[config.mk]
export PLATFORM = sky130hd
export DESIGN_NAME = byte_pair_assembler
export DESIGN_NICKNAME = d
export VERILOG_FILES = /design/src/rtl/pair_pkg.sv /design/src/rtl/byte_pair_assembler.sv
export SDC_FILE = /design/constraint.sdc
export NUM_CORES = 1
export LEC_CHECK = 0
export BUFFER_PORTS_ARGS = -buffer_cell sky130_fd_sc_hd__buf_2
export CORE_MARGIN = 2
export CORE_UTILIZATION = 56
export CTS_CLUSTER_SIZE = 24
export DETAILED_ROUTE_END_ITERATION = 6
export PLACE_DENSITY = 0.93
export SLEW_MARGIN = 20
export SYNTH_ARGS = -nofsm -noshare
export SYNTH_HDL_FRONTEND = slang
export SYNTH_SLANG_ARGS = --single-unit
[constraint.sdc]
create_clock -name clk -period 4.7 [get_ports clk]
set_input_delay 0.705 -clock clk [delete_from_list [all_inputs] [get_ports clk]]
set_output_delay 0.705 -clock clk [all_outputs]
set_load 0.05 [all_outputs]
[src/rtl/pair_pkg.sv]
// Shared types for the byte-pair assembler and the pair-operations stage.
// pair_t keeps the first stream byte in the high half.
package pair_pkg;

  typedef struct packed {
    logic [7:0] high;
    logic [7:0] low;
  } pair_t;

  typedef enum logic [1:0] {
    EMPTY = 2'd0,
    HALF  = 2'd1,
    FULL  = 2'd2
  } asm_state_t;

  localparam logic [7:0] PAD_BYTE_DEFAULT = 8'h00;

endpackage

[src/rtl/byte_pair_assembler.sv]
// Groups a valid/ready byte stream into 16-bit pairs (first byte high) and
// presents them on a registered valid/ready output; odd frames get a padded pair.
module byte_pair_assembler
  import pair_pkg::*;
#(
  parameter logic [7:0] PAD_BYTE = PAD_BYTE_DEFAULT,
  parameter int         CNT_W    = 8
) (
  input  logic             clk,
  input  logic             rst_n,
  input  logic             in_valid,
  output logic             in_ready,
  input  logic [7:0]       in_byte,
  input  logic             in_last,
  output logic             out_valid,
  input  logic             out_ready,
  output logic [15:0]      out_pair,
  output logic [7:0]       out_byte,
  output logic             out_last,
  output logic             out_odd,
  output logic [CNT_W-1:0] pair_count
);

  asm_state_t       state, state_n, base;
  logic [7:0]       hold_hi, hold_n;
  pair_t            pair_q, pair_n;
  logic             valid_q, valid_n;
  logic             last_q, last_n;
  logic             odd_q, odd_n;
  logic [CNT_W-1:0] cnt_q, cnt_n;
  logic             accept, consume;

  // FULL only takes a byte when the presented pair leaves on the same edge.
  assign in_ready = rst_n && ((state != FULL) || out_ready);
  assign accept   = in_valid && in_ready;
  assign consume  = valid_q && out_ready;

  always_comb begin
    state_n = state;
    hold_n  = hold_hi;
    pair_n  = pair_q;
    last_n  = last_q;
    odd_n   = odd_q;
    cnt_n   = cnt_q;
    // A consumed FULL slot behaves as EMPTY for the byte arriving this edge.
    base    = (state == FULL && consume) ? EMPTY : state;
    state_n = base;

    if (consume)
      cnt_n = last_q ? '0 : cnt_q + 1'b1;

    case (base)
      EMPTY: begin
        if (accept) begin
          if (in_last) begin
            state_n = FULL;
            pair_n  = '{high: in_byte, low: PAD_BYTE};
            odd_n   = 1'b1;
            last_n  = 1'b1;
          end else begin
            state_n = HALF;
            hold_n  = in_byte;
          end
        end
      end
      HALF: begin
        if (accept) begin
          state_n = FULL;
          pair_n  = '{high: hold_hi, low: in_byte};
          odd_n   = 1'b0;
          last_n  = in_last;
        end
      end
      default: ;
    endcase

    valid_n = (state_n == FULL);
  end

  always_ff @(posedge clk or negedge rst_n) begin
    if (!rst_n) begin
      state   <= EMPTY;
      hold_hi <= 8'h00;
      pair_q  <= '0;
      valid_q <= 1'b0;
      last_q  <= 1'b0;
      odd_q   <= 1'b0;
      cnt_q   <= '0;
    end else begin
      state   <= state_n;
      hold_hi <= hold_n;
      pair_q  <= pair_n;
      valid_q <= valid_n;
      last_q  <= last_n;
      odd_q   <= odd_n;
      cnt_q   <= cnt_n;
    end
  end

  assign out_valid  = valid_q;
  assign out_pair   = pair_q;
  assign out_byte   = pair_q.low;
  assign out_last   = last_q;
  assign out_odd    = odd_q;
  assign pair_count = cnt_q;

endmodule

==> results of run 1 <==
==> stage by stage <==
stage,hold slack (ns),total power (uW)
5_1_grt,0.534,1530
6_report,0.493,1450
3_5_place_dp,0.485,1260
3_3_place_gp,0.474,1230
4_1_cts,0.502,1460
2_1_floorplan,0.409,1130
==> cells in the mapped netlist, types with 3 or more instances <==
library cell and n:
nand2_1 13, mux2_2 26, inv_1 5, nand3_1 4, dfrtp_1 37, a21oi_1 3
o21ai_0 6, buf_4 8, o2bb2ai_1 8, buf_2 3, nand2b_1 3
==> routing by layer <==
metal	global-route usage [%]	share of wire (%)	up-vias
met5	0	0	-
met4	8.07	0.89	0
met3	5.04	4.1	5
met2	35.4	51	40
met1	29.0	44	662
li1	-	-	642
==> final cells by class <==
cell class / count / area share (%)
tap: 44 / 2.59
timing repair buffer: 48 / 11.3
sequential: 37 / 43.6
multi-input combinational: 96 / 38.2
inverter: 5 / 0.883
clock inverter: 2 / 1.65
clock buffer: 5 / 1.77
==> power groups by stage <==
stage / logic, uW / registers (uW) / clock network, uW
floorplan: 352 / 774 / 0
global placement: 705 / 522 / 0
detailed placement: 719 / 537 / 0
CTS: 720 / 529 / 215
global route: 754 / 547 / 232
finish: 714 / 530 / 207
==> flip-flops by register name, indices dropped and copies added (netlist names) <==
| signal | flops |
|---|---|
| pair_count | 8 |
| out_pair | 8 |
| state | 2 |
| out_last | 1 |
| out_valid | 1 |
| out_odd | 1 |
| hold_hi | 8 |
| out_byte | 8 |
==> kinds of logic (layout without fill, tap and decap cells) <==
| family | after synthesis | count (layout) |
|---|---|---|
| muxes | 27 | 27 |
| AOI/OAI and AO/OA | 32 | 32 |
| buffers and inverters | 18 | 60 |
| adders and majority gates | 1 | 1 |
| DFF | 37 | 37 |
| and+or+nand+nor | 36 | 36 |
==> layout by cell type, fill, tap and decap left out, types with 2 or more instances in the layout <==
cell,netlist,layout
buf_2,3,48
dfrtp_1,37,37
mux2_2,26,26
nand2_1,13,13
o2bb2ai_1,8,8
o21ai_0,6,6
inv_1,5,5
clkbuf_4,0,5
nand3_1,4,4
a21oi_1,3,3
nand2b_1,3,3
nand2_2,2,2
and3_1,2,2
a211o_1,2,2
nor2_1,2,2
a2111oi_4,2,2
nand4_1,2,2
o311ai_0,2,2
o41ai_1,2,2
==> path summary, 6_finish.rpt <==
check                      cells after the start                        end  slack [ns]
max in group asynchronous                      1  pair_count[7]$_DFFE_PN0N_        3.64
setup / recovery                               3                   in_ready        2.09
setup reg to reg                               3    out_pair[9]$_DFFE_PN0P_        2.65
min in group clk                               1        out_odd$_DFFE_PN0P_        0.51
hold reg to reg                                1        out_odd$_DFFE_PN0P_        0.51
hold / removal                                 1     hold_hi[7]$_DFFE_PN0P_        0.49
==> critical path: cells and delay by family <==
family	cells	cell delay, ns
buffers and inverters	2	0.94
AO/OA/AOI/OAI	1	0.25
==> results.cfg, run 1 <==
[outcome]
status = complete, no violations

[floorplan]
die-width_um = 61.3
die_area_sq_um = 3760
io_pins = 49
initial_core_util_pct = 59.8
core_sq_um = 3080
fp.dieH_um = 61.3
row_count = 20

[synth]
avgSynthCellArea_sq_um = 12.2
syn_inst = 151
synth_fa_ha_area_share_pct = 0.680
synthesis.area_sq_um = 1840
syn_nets = 165
synthArstFlopShare_pct = 100
synth_top_area_cell = dfrtp_1
synth_edf_count = 0
synthMuxAreaShare_pct = 16.5
synth_xor_xnor_area_share_pct = 0
synth_area_leaders = dfrtp_1, mux2_2, o2bb2ai_1
synth-simple-area-share_pct = 10.8
synth_top_area_share_pct = 50.3
yosysSeqAreaShare_pct = 50.3
yosysWarningCount = 0
ys_ff_latch = 37
ys_types = 37
synth-compound-area-share_pct = 16.2
synth_top_family_by_area = multiplexers
synth-main-ff-cell = dfrtp_1

[setup_path]
critPathArrivalTime_ns = 1.90
worstReg2RegStart = state[0]$_DFF_PN0_
crit_type = primary input to output port
cpPeakStageDelay_ns = 0.69
end_kind = output port
startpoint_type = primary input
cpMostUsedCell = buf_2
cp_slowest_cell = buf_2
crit_path_cell_trace = buf_2 > o31a_1 > buf_2
worstSetupStartpoint = rst_n
worst-path-max-fanout = 44
cp.required_ns = 3.99

[final_layout]
stdcell_area_sq_um = 2120
utilization_pct = 69.0
stdcell_count = 237
seq_area_sq_um = 926
syn2layout_area_growth_pct = 15.5
drive_gt1_share_pct = 45.1
multi_input_area_sq_um = 812
nets = 207
num_antenna_cells = 0
fillers = 236

[power_and_ir_drop]
p_seq_share_pct = 36.5
p_leak_uw = 0.00102
power.switching_uw = 730
peakVddDrop_v = 0.000406
intPower_uw = 721
power_frac_clock_pct = 14.3
powerDensity_nw_per_um2 = 683
p_comb_share_pct = 49.2
swShare_pct = 50.3

[place]
gp_congestion = 0.787
dp_slack_ns = 1.73
post-place-cells = 230
portBuffers = 48
dpl_cell_area_sq_um = 2050
hpwlAfterDp_um = 2800

[sta]
setup_slack_ns = 2.09
hold_viol = 0
max_freq_mhz = 384
setup_violations = 0
finalCritPeriodShare_pct = 55.5
skew_ns = 0.0104
setup_tns_ns = 0
layout_min_cycle_time_ns = 2.61
slew_headroom_pct = 39.2
rsz0062_at_grt = false
slew_violations = 0
worstMarginPinSlew_ns = 0.911

[clock_tree]
clk_path_buf_depth = 2
cts_setup_buffers = 0
cts_buffers = 5
cts.clk_slew.worst_paths_ns = 0.10
cts_tree = yes
h-tree-depth = 2
cts_root_buffer = clkbuf_4
cts_resized = 0
clock_latency_ns = 0.34
cts.sinks = 37
postCtsHoldBufs = 0

[grt]
grt_usage_pct = 21.9
grt_pass1_vias = 1236
grt-ovfl-total = 0
antenna_found_initial = 0
grt_max_degree = 45
grt_pass1_wl_um = 5970

[min_path]
hp-class = primary input to async pin

[route]
dr.pass1.iters = 4
routedWlPerCell_um = 15.7
drt_iter0_drc = 61
routed_via_density = 5.69
antenna_left = 0
drc_errors = 0
dr_total_vias = 1349
drt_wl_total_um = 3710

[flow_run]
max_cap_violations = 0
No activity file was read; power rests on OpenSTA's default activity.
==> run 2: changes to the inputs <==
CORE_UTILIZATION = 52   (was 56)
PLACE_DENSITY = 0.88   (was 0.93)
clock period = 2.7 ns   (was 4.7 ns; I/O delays follow)
==> run 2 against run 1 <==
  * Worst hold slack worse by 0.21 ns
  * Clock-buffer cell count is 1 higher
  * Core utilization is 4.8 points lower
  * Clock skew hardly changed
  * Total power is 77% higher
  * Flip-flop and latch count stayed put
  * Largest cell class unchanged
  * Largest power group unchanged
  * Critical path type is now primary input to flip-flop
==> results.cfg, run 2 (synthesis results as in run 1) <==
[setup_path]
crit_path_cell_trace = dlygate4sd3_1 > buf_2 > buf_4 > nand4b_1 > nand2_1 > o2bb2ai_1
worst-path-max-fanout = 37
crit_buf_inv = 3
critPathArrivalTime_ns = 2.33
cp_slowest_cell = dlygate4sd3_1
path_delay_family = buffers and inverters
cpPeakStageDelay_ns = 0.53
end_kind = flip-flop
crit_type = primary input to flip-flop
startpoint_type = primary input
cp.required_ns = 2.92

[floorplan]
io_pins = 49
fp.dieH_um = 63.5
core_sq_um = 3360
row_count = 21
initial_core_util_pct = 54.7
die_area_sq_um = 4030
die-width_um = 63.5

[power_and_ir_drop]
p_leak_uw = 0.00103
peakVddDrop_v = 0.000843
powerDensity_nw_per_um2 = 1190

[sta]
max_freq_mhz = 474
skew_ns = 0.0101
slew_violations = 0
slew_headroom_pct = 53.0
setup_tns_ns = 0
worstMarginPinSlew_ns = 0.704
setup_violations = 0
layout_min_cycle_time_ns = 2.11
finalCritPeriodShare_pct = 78.1
hold_viol = 0
rsz0062_at_grt = false

[route]
drc_errors = 0
antenna_left = 0
routedWlPerCell_um = 14.7
drt_iter0_drc = 59
drt_wl_total_um = 3560
dr_total_vias = 1345
dr.pass1.iters = 4
routed_via_density = 5.56

[grt]
grt-ovfl-total = 0
antenna_found_initial = 0
grt_pass1_wl_um = 6100
grt_usage_pct = 19.7
grt_pass1_vias = 1305
grt_max_degree = 38

[final_layout]
final_common_cell = buf_2
stdcell_count = 242
syn2layout_area_growth_pct = 17.5
final_cell_mix = buf_2, dfrtp_1, mux2_2, nand2_1, o2bb2ai_1
num_antenna_cells = 0
drive_gt1_share_pct = 45.4
nets = 209

[clock_tree]
cts_tree = yes
clock_latency_ns = 0.35
cts.clk_slew.worst_paths_ns = 0.12
cts_resized = 0
cts_root_buffer = clkbuf_4
cts.sinks = 37
clk_path_buf_depth = 2
cts_buffers = 5
h-tree-depth = 2

[flow_run]
max_cap_violations = 0

[min_path]
hp-class = primary input to flip-flop

[outcome]
status = complete, no violations

[place]
hpwlAfterDp_um = 2600
post-place-cells = 233
portBuffers = 48
gp_congestion = 0.761
run 2: worst paths after layout:
path | from | slack (ns) | depth (start not counted) | to
max reg2reg | state[0]$_DFF_PN0_ | 0.64 | 3 | out_pair[11]$_DFFE_PN0P_
min in group asynchronous | rst_n | 0.41 | 2 | out_valid$_DFF_PN0_
max | rst_n | 0.59 | 6 | out_byte[0]$_DFFE_PN0P_
min | in_byte[5] | 0.28 | 2 | out_byte[5]$_DFFE_PN0P_
max in group asynchronous | rst_n | 1.62 | 3 | state[0]$_DFF_PN0_
min reg2reg | out_odd$_DFFE_PN0P_ | 0.51 | 1 | out_odd$_DFFE_PN0P_
run 2: area by class of cell:
type	count	area [sq um]
fillers	300	1200
flip-flops and latches	37	926
multi-input cells	96	812
repair buffers	50	258
well taps	46	57.6
clock buffers	6	51.3
clock inverters	2	37.5
inverters	5	18.8
run 2: repair_timing:
action	in CTS	in global routing
setup buffers	0	0
hold endpoints to repair	2	0
hold buffers	1	0
run 2: worst reg2reg max path, cell delays in order (launching register included):
cell,delay (ns)
dfrtp_1,0.64
nor2b_1,0.64
mux2_2,0.40
mux2_2,0.26
run 2: power by group:
part           leakage [uW]  internal [uW]  total, uW  switching, uW
Clock             0.0000445            220        408            188
Combinational      0.000513            318       1240            918
Sequential         0.000474            750        921            172
Total               0.00103           1290       2570           1280
run 2: metal layers:
metal / share of wire [%] / track usage, %
met4: 2.1 / 9.78
met2: 49 / 32.0
met1: 44 / 25.7
met5: 0 / 0
met3: 4.7 / 3.39
run 2: per-stage QoR:
step                      util [%]  setup WS, ns  hold WS [ns]  power (uW)  cell area [sq um]
after global routing          64.2         0.378         0.283        2690               2160
after floorplan                  -         0.755         0.109        1960               1840
final                         64.2         0.590         0.280        2570               2160
after detailed placement      61.3         0.626         0.243        2170               2060
after global placement        61.3         0.652         0.247        2150               2060
after CTS                     64.2         0.569         0.269        2590               2160
==> run 3: changes to the inputs <==
ABC_AREA = 1   (was default)
clock period = 2.2 ns   (was 2.7 ns; I/O delays follow)
==> run 3 against run 2 <==
  * Global-route usage is 0.95 points higher
  * Total power is 53% lower
  * First-iteration DRC count grew to 2.7 times the previous value
  * Critical path type is now flip-flop to output port
==> results.cfg, run 3 <==
[synth]
synthMuxAreaShare_pct = 0
yosysSeqAreaShare_pct = 50.7
synth_top_area_share_pct = 50.7
synth_xor_xnor_area_share_pct = 0
ys_types = 24
syn_inst = 218
synth-simple-area-share_pct = 28.2
syn_nets = 232
avgSynthCellArea_sq_um = 8.37
synth-main-ff-cell = dfrtp_1
synth_top_family_by_area = simple AND/OR/NAND/NOR gates
synth_top_area_cell = dfrtp_1
synth_area_leaders = dfrtp_1, nand2_1, inv_1
synthArstFlopShare_pct = 100
synth-compound-area-share_pct = 9.87
synthesis.area_sq_um = 1830
synth_most_common_cell = nand2_1
yosysWarningCount = 0
synth_fa_ha_area_share_pct = 0.685
ys_ff_latch = 37
synth_edf_count = 0
synth_common_cells = nand2_1, dfrtp_1, inv_1, nand3_1, o21ai_0

[grt]
grt_pass1_vias = 1458
grt-ovfl-total = 0
grt_max_degree = 38
grt_usage_pct = 20.7
antenna_found_initial = 0
grt_pass1_wl_um = 6470

[route]
dr_total_vias = 1565
dr.pass1.iters = 4
routedWlPerCell_um = 11.7
drt_wl_total_um = 3630
antenna_left = 0
routed_via_density = 5.05
drc_errors = 0
drt_iter0_drc = 162

[power_and_ir_drop]
powerDensity_nw_per_um2 = 572
power_frac_clock_pct = 31.9
power.switching_uw = 333
p_comb_share_pct = 10.4
p_leak_uw = 0.00124
peakVddDrop_v = 0.000317
intPower_uw = 875
power_uw = 1210
swShare_pct = 27.6
p_seq_share_pct = 57.8

[clock_tree]
clk_path_buf_depth = 2
h-tree-depth = 2
cts_root_buffer = clkbuf_4
clock_latency_ns = 0.35
cts_resized = 0
cts_buffers = 5
cts.clk_slew.worst_paths_ns = 0.11
cts.sinks = 37
cts_setup_buffers = 0
postCtsHoldBufs = 0
cts_tree = yes

[setup_path]
regToRegEndpoint = out_valid$_DFF_PN0_
rrSetupSlack_ns = 0.63
cp.required_ns = 1.87
worst-path-max-fanout = 5
worstReg2RegStart = state[0]$_DFF_PN0_
crit_type = flip-flop to output port
end_kind = output port
startpoint_type = flip-flop
worst-r2r-cell-count = 7
critPathArrivalTime_ns = 1.37

[sta]
setup_tns_ns = 0
finalCritPeriodShare_pct = 77.4
slew_violations = 0
hold_viol = 0
max_freq_mhz = 587
rsz0062_at_grt = false
slew_headroom_pct = 68.6
setup_violations = 0
layout_min_cycle_time_ns = 1.70
skew_ns = 0.0109
worstMarginPinSlew_ns = 0.471

[flow_run]
max_cap_violations = 0

[final_layout]
utilization_pct = 62.8
drive_gt1_share_pct = 28.8
final_cell_mix = nand2_1, buf_2, dfrtp_1, inv_1, nand3_1
fillers = 319
seq_area_sq_um = 926
num_antenna_cells = 0
syn2layout_area_growth_pct = 15.6
multi_input_area_sq_um = 708
final_common_cell = nand2_1
nets = 277

[floorplan]
row_count = 21
initial_core_util_pct = 54.3
die_area_sq_um = 4000
io_pins = 49
fp.dieH_um = 63.3
die-width_um = 63.3
core_sq_um = 3360

[place]
gp_congestion = 0.803
portBuffers = 48
hpwlAfterDp_um = 2680

[outcome]
status = complete, no violations

[min_path]
hp-class = primary input to async pin
## run 3: cell types whose count changed in the layout (fill, tap and decap cells not counted), moves of 4 or more
cell       delta
inv_1        +18
mux2_2       -26
nand2_1      +67
nand3_1      +12
nor2_1        +4
nor3_1        +6
o21ai_2       +8
o2bb2ai_1     -8
## run 3: metal layers
metal / track usage [%] / routed length, um
met5: 0 / 0
met4: 8.97 / 50
met3: 4.46 / 224
met2: 31.6 / 1660
met1: 28.5 / 1700
## run 3: cell type report
cell class              count  area share, %
well taps                  46           2.73
multi-input cells         144           33.6
repair buffers             50           12.1
inverters                  25           4.68
clock buffers               6           2.43
clock inverters             2          0.652
flip-flops and latches     37           43.9
## run 3: stage by stage
step | cell area [sq um] | setup slack (ns) | instances | hold slack, ns
after global routing | 2110 | 0.418 | 310 | 0.0645
final | 2110 | 0.497 | 310 | 0.0364
after global placement | 2050 | 0.650 | 302 | 0.429
after detailed placement | 2050 | 0.593 | 302 | 0.438
after floorplan | 1830 | 0.553 | 218 | 0.0344
after CTS | 2110 | 0.480 | 310 | 0.0462
## run 3: worst max path at each step
stage                        startpoint              endpoint  slack, ns  depth (start not counted)
floorplan           out_valid$_DFF_PN0_  out_last$_DFFE_PN0P_       0.55                          8
global placement              out_ready   out_valid$_DFF_PN0_       0.65                          8
detailed placement            out_ready   out_valid$_DFF_PN0_       0.59                          8
CTS                  state[0]$_DFF_PN0_              in_ready       0.48                          5
global route         state[0]$_DFF_PN0_              in_ready       0.42                          5
finish               state[0]$_DFF_PN0_              in_ready       0.50                          5
## run 3: logic make-up (layout without fill, tap and decap cells)
kind of cell / count (synthesis) / after routing
adder cells (fa/ha/maj): 1 / 1
AND/OR/NAND/NOR: 117 / 117
buffers and inverters: 37 / 83
AO/OA/AOI/OAI: 26 / 26
flip-flops: 37 / 37
## run 3: power groups by stage
stage                     clock [uW]  combinational, uW  sequential [uW]
after floorplan                    0               61.7              735
after global placement             0                125              710
after detailed placement           0                127              710
after CTS                        395                127              697
after global routing             429                137              699
final                            385                125              697
## run 3: critical path, stage by stage (launching register included)
cell and delay, ns:
dfrtp_1 0.41, inv_2 0.13, nand3_1 0.08, nand2_1 0.12, inv_1 0.08, buf_2 0.21
